File: config.mk
export PLATFORM = sky130hd
export DESIGN_NAME = uart_receiver
export DESIGN_NICKNAME = d
export VERILOG_FILES = /design/src/rtl/uart_receiver.sv
export SDC_FILE = /design/constraint.sdc
export NUM_CORES = 1
export LEC_CHECK = 0
export CORE_UTILIZATION = 30
export DETAILED_ROUTE_END_ITERATION = 6
export PLACE_DENSITY_LB_ADDON = 0.2
export SYNTH_ARGS = -nofsm -noshare
export SYNTH_HDL_FRONTEND = slang
export SYNTH_SLANG_ARGS = --single-unit
export TNS_END_PERCENT = 1
File: constraint.sdc
create_clock -name clk -period 1.7 [get_ports clk]
set_input_delay 0.425 -clock clk [delete_from_list [all_inputs] [get_ports clk]]
set_output_delay 0.425 -clock clk [all_outputs]
set_load 0.01 [all_outputs]
File: src/rtl/uart_receiver.sv
// 8N1 serial receiver: two-flop synchronizer, bit-period counter, one-cycle byte/error strobes.
// Optional build macro UART_RX_MAJORITY_EN selects 3-sample majority voting at each decision point.
module uart_receiver #(
    parameter int comm_clk_frequency = 50_000_000,
    parameter int baud_rate          = 115_200
) (
    input  logic       clk,
    input  logic       reset,
    input  logic       uart_rx,
    output logic [7:0] rx_byte,
    output logic       rx_new_byte,
    output logic       rx_frame_error,
    output logic       rx_idle
);

    localparam int CYCLES = comm_clk_frequency / baud_rate;
    localparam int HALF   = CYCLES / 2;
    localparam int CNT_W  = ($clog2(CYCLES) > 16) ? $clog2(CYCLES) : 16;

    generate
        if (CYCLES < 4) begin : g_bad_rate
            $error("uart_receiver: comm_clk_frequency / baud_rate must be at least 4");
        end
    endgenerate

    typedef enum logic [2:0] {
        S_IDLE,
        S_START,
        S_DATA,
        S_STOP,
        S_BREAK
    } state_t;

    state_t             r_state;
    state_t             w_next;
    logic               r_sync1;
    logic               r_sync2;
    logic               w_rx_s;
    logic               w_rx_v;
    logic [1:0]         r_warm;
    logic               r_armed;
    logic [CNT_W-1:0]   r_cnt;
    logic [2:0]         r_idx;
    logic [7:0]         r_shift;
    logic               w_half_hit;
    logic               w_bit_hit;
    logic               w_shift_en;
    logic               w_good;
    logic               w_ferr;

    assign w_rx_s     = r_sync2;
    assign w_half_hit = (r_cnt == CNT_W'(HALF - 1));
    assign w_bit_hit  = (r_cnt == CNT_W'(CYCLES - 1));

    // Synchronizer and arming; r_warm keeps the reset value of the synchronizer from arming the receiver.
    always_ff @(posedge clk) begin
        if (!reset) begin
            r_sync1 <= 1'b1;
            r_sync2 <= 1'b1;
            r_warm  <= 2'b00;
            r_armed <= 1'b0;
        end else begin
            r_sync1 <= uart_rx;
            r_sync2 <= r_sync1;
            r_warm  <= {r_warm[0], 1'b1};
            r_armed <= r_armed | (r_warm[1] & w_rx_s);
        end
    end

`ifdef UART_RX_MAJORITY_EN
    logic [2:0] r_hist;

    always_ff @(posedge clk) begin
        if (!reset) begin
            r_hist <= 3'b111;
        end else begin
            r_hist <= {r_hist[1:0], w_rx_s};
        end
    end

    assign w_rx_v = (r_hist[0] & r_hist[1]) | (r_hist[0] & r_hist[2]) | (r_hist[1] & r_hist[2]);
`else
    assign w_rx_v = w_rx_s;
`endif

    always_ff @(posedge clk) begin
        if (!reset) begin
            r_state <= S_IDLE;
        end else begin
            r_state <= w_next;
        end
    end

    // Start detection always looks at the raw synchronized line, never the voted value.
    always_comb begin
        w_next = r_state;
        case (r_state)
            S_IDLE:  if (r_armed && !w_rx_s) w_next = S_START;
            S_START: if (w_half_hit) w_next = w_rx_v ? S_IDLE : S_DATA;
            S_DATA:  if (w_bit_hit && (r_idx == 3'd7)) w_next = S_STOP;
            S_STOP:  if (w_bit_hit) w_next = w_rx_v ? S_IDLE : S_BREAK;
            S_BREAK: if (w_rx_s) w_next = S_IDLE;
            default: w_next = S_IDLE;
        endcase
    end

    always_comb begin
        rx_idle    = (r_state == S_IDLE);
        w_shift_en = (r_state == S_DATA) && w_bit_hit;
        w_good     = (r_state == S_STOP) && w_bit_hit && w_rx_v;
        w_ferr     = (r_state == S_STOP) && w_bit_hit && !w_rx_v;
    end

    always_ff @(posedge clk) begin
        if (!reset) begin
            r_cnt          <= '0;
            r_idx          <= 3'd0;
            r_shift        <= 8'h00;
            rx_byte        <= 8'h00;
            rx_new_byte    <= 1'b0;
            rx_frame_error <= 1'b0;
        end else begin
            rx_new_byte    <= w_good;
            rx_frame_error <= w_ferr;
            if (w_good) begin
                rx_byte <= r_shift;
            end

            case (r_state)
                S_START: r_cnt <= w_half_hit ? '0 : r_cnt + 1'b1;
                S_DATA,
                S_STOP:  r_cnt <= w_bit_hit ? '0 : r_cnt + 1'b1;
                default: r_cnt <= '0;
            endcase

            if ((r_state == S_START) && w_half_hit) begin
                r_idx <= 3'd0;
            end else if (w_shift_en) begin
                r_idx <= r_idx + 3'd1;
            end

            // LSB arrives first, so shift in from the top.
            if (w_shift_en) begin
                r_shift <= {w_rx_v, r_shift[7:1]};
            end
        end
    end

endmodule

==> summary.md <==
| Metric | Value |
|---|---|
| Total CTS buffers | 5 |
| CTS tree | done |
| Fmax | 0.608 GHz |
| Synth area leader | dfxtp_1 |
| Status | complete, no violations |
| Layout cell share with drive strength beyond 1 | 25.5% |
| Filler Cells Inserted | 714 |
| I/O pin cnt | 14 |
| Clk Latency, worst-skew pair | ~300 ps |
| Area grow syn2layout | 30.7% |
| Max VDD drop | 0.412 mV |
| Largest net degree at the start of global routing | 28 |
| Hold wc startpoint | r_sync1 |
| Most frequent cells after synthesis | dfxtp_1, nand3_1, nor2_1 |
| Flop2flop setup slack | ~56 ps |
| CTS Root Cell | clkbuf_8 |
| Critical path's largest stage delay | roughly 340 ps |
| Power Dens Cells | 707 mW/mm^2 |
| Relative slew slack | a little over two thirds |
| Most frequent cell after synthesis | dfxtp_1 |
| CORE AREA | ~0.0068 sq mm |
| Count of state elements after synthesis | 45 |
| Starting Density | a little under a third |
| Final setup vio count | 0 |
| Worst Hold End | r_sync2 |
| First-pass GRT wire length | 7910 um |
| Post-Synthesis Cells | between 200 and 250 |
| Gr usage total | 13.6% |
| Post-synth EDFFs | 0 |
| Final Non-Filler Cells | 358 |
| Place WS | -42.4 ps |
| Pleak | 0.875 nW |
| Count of pins over their slew limit | 0 |
| Top cell type's share of synthesized area | 43.2% |
| Fin crit period | 1640 ps |
| Net count, final | 285 |
| Final period util | 96.7% |
| Vias in the first global route | 1,683 |
| Syn avg cell area | 8.76 sq um |
| Reg2reg end | r_state[1] |
| Die span in x | 85.4 um |
| Post-synth ARST share | 0% |
| R2R cell count | 7 |
| WL final | 4460 um |
| Post-CTS setup buffer count | 0 |
| Worst-Margin Slew | 446 ps |
| Clock tree buffer depth | 2 |
| Critical path class | reg -> reg |
| Worst path slowest cell | dfxtp_1 |
| Required time of the critical path | ~1900 ps |
| Worst r2r src | r_idx[0] |
| Critical Path Source Type | register |
| Worst-path clk slew | 90 ps |
| Yosys Warn Count | 0 |
| Post-route ant nets | 0 |
| Top cell by count, worst path | ha_1 |
| MaxCap Viol Count | 0 |
| Worst-path cell chain | ha_1 > ha_1 > o21a_1 > a2111oi_4 > buf_4 > nor4_1 > mux2i_1 |
| Mapped Area | ~0.0021 sq mm |
| RSZ-0062 raised after global routing | yes |
| Antenna violations before repair | 0 |
| I/O Buffers | 13 |
| Setup Skew | 10.6 ps |
| Drt drc | 0 |
| Setup crit end kind | register |
| Register area share after synthesis | between 40% and 50% |
| Via count | 1,750 |
| CP delay by family, top | compound AO/OA/AOI/OAI gates |
| Number of cell rows | 30 |
| Wire per inst | 12.4 um |
| Ys flop type | dfxtp_1 |
| Hold_buf cts | 0 |
| Antenna diodes | 0 |
| Final HPWL DP | roughly 3100 um |
| Worst Path Arrival | between 1500 and 2000 ps |
| Tot Pwr | 0.00193 W |
| Gr ovfl total | 0 |
| Worst hold-check path type | reg -> reg |
| Inst Count DP | 350 |
| Hold depth | 1 |
| Total iterations of the first detailed-routing run | 4 |
| CTS HTree Levels | 2 |
| Top post-synthesis cells by area | dfxtp_1, nand3_1, o21ai_0 |
| Syn_nets | 246 |
| Height of the die | 85.4 um |
| Die Area | 0.00729 sq mm |
| Via/cell ratio | just under 5 |
| Gp weighted congestion | 0.725 |
| TritonCTS sink count | 45 |
| Final worst slack | between 50 and 60 ps |
| Distinct cells, synth | 47 |
| Maximum fanout along the worst path | 3 |
| CP Buf/Inv Count | 1 |
| DR iter-0 viols | between 90 and 100 |
| Hold Fails Final Rpt | 0 |
-- logic make-up (layout without fill, tap and decap cells) --
logic type	count (synthesis)	in the layout	synth area share [%]
buf+inv	23	63	4.86
flops	45	45	43.2
fa+ha+maj	5	5	3.00
mux	2	2	0.960
xor+xnor	11	11	4.62
compound gates	56	56	18.4
simple gates	96	96	25.0
-- worst reg2reg max path, cell delays in order, from the launching register on --
cell and delay, ps:
dfxtp_1 340, ha_1 200, ha_1 170, o21a_1 200, a2111oi_4 270, buf_4 160, nor4_1 40, mux2i_1 140
-- worst max path at each step --
stage	startpoint	endpoint	slack (ps)	depth (start not counted)
finish	r_idx[0]	r_state[1]	60	7
CTS	r_cnt[1]	r_idx[1]	2	7
global placement	r_state[1]	r_state[2]	3	6
global route	r_cnt[1]	r_shift[1]	-60	7
detailed placement	r_idx[0]	r_state[1]	-40	7
floorplan	r_cnt[0]	r_cnt[10]	6	7
-- placed cells by master (no fill, tap or decap), types with 3 or more instances in the layout --
cell | netlist | final
nor3_1 | 8 | 8
nand2b_1 | 6 | 6
dfxtp_2 | 0 | 9
ha_1 | 5 | 3
nand3_1 | 27 | 26
clkdlybuf4s50_1 | 0 | 12
clkbuf_8 | 0 | 5
a21boi_0 | 11 | 11
or4_4 | 2 | 3
buf_4 | 3 | 29
xnor2_1 | 9 | 9
nor2_1 | 22 | 22
dfxtp_1 | 45 | 35
nand4_1 | 3 | 3
nand2_1 | 8 | 7
a21oi_1 | 6 | 6
o21ai_0 | 21 | 20
inv_1 | 9 | 7
a21boi_1 | 5 | 5
-- sequential cells by signal, indices dropped and copies added, names as in the netlist --
signal	count
rx_byte	8
r_warm	2
rx_new_byte	1
rx_frame_error	1
r_idx	3
r_armed	1
r_sync1	1
r_state	3
r_sync2	1
r_shift	8
r_cnt	16
-- power breakdown --
part / switching [W] / leakage, nW / internal (W)
sequential: 0.00000254 / 0.369 / 0.00106
clock: 0.000383 / 0.0543 / 0.000440
combinational: 0.0000191 / 0.451 / 0.0000239
-- area by class of cell --
class / instances / area, sq um / area share [%]
Timing Repair Buffer: 45 / 398 / 14.6
Sequential cell: 45 / 916 / 33.6
Inverter: 10 / 37.5 / 1.38
Multi-Input combinational cell: 170 / 1160 / 42.5
Tap cell: 80 / 100 / 3.67
Clock inverter: 3 / 46.3 / 1.70
Clock buffer: 5 / 68.8 / 2.53
-- what timing repair did --
item                       in CTS  in global routing
setup endpoints to repair       3                 38
resized for setup               6                 24
pin swaps                       0                  4
-- layer usage --
metal  track usage [%]  vias to the layer above  share of wire, %
met2              21.0                       20                44
li1                  -                      918                 -
met3              2.92                        5               2.8
met1              18.4                      807                52
met5                 0                        -                 0
met4              5.45                        0               1.3
-- per-stage QoR --
step / setup TNS, ps / utilization (%) / area (sq um) / hold WS [ps]
after floorplan: 0 / - / 2080 / 386
after global placement: 0 / 37.2 / 2520 / 391
after global routing: -415 / 40.3 / 2720 / 435
after detailed placement: -42.4 / 37.2 / 2520 / 396
after CTS: 0 / 39.1 / 2640 / 420
final: 0 / 40.3 / 2720 / 415
No activity file was read; power rests on OpenSTA's default activity.
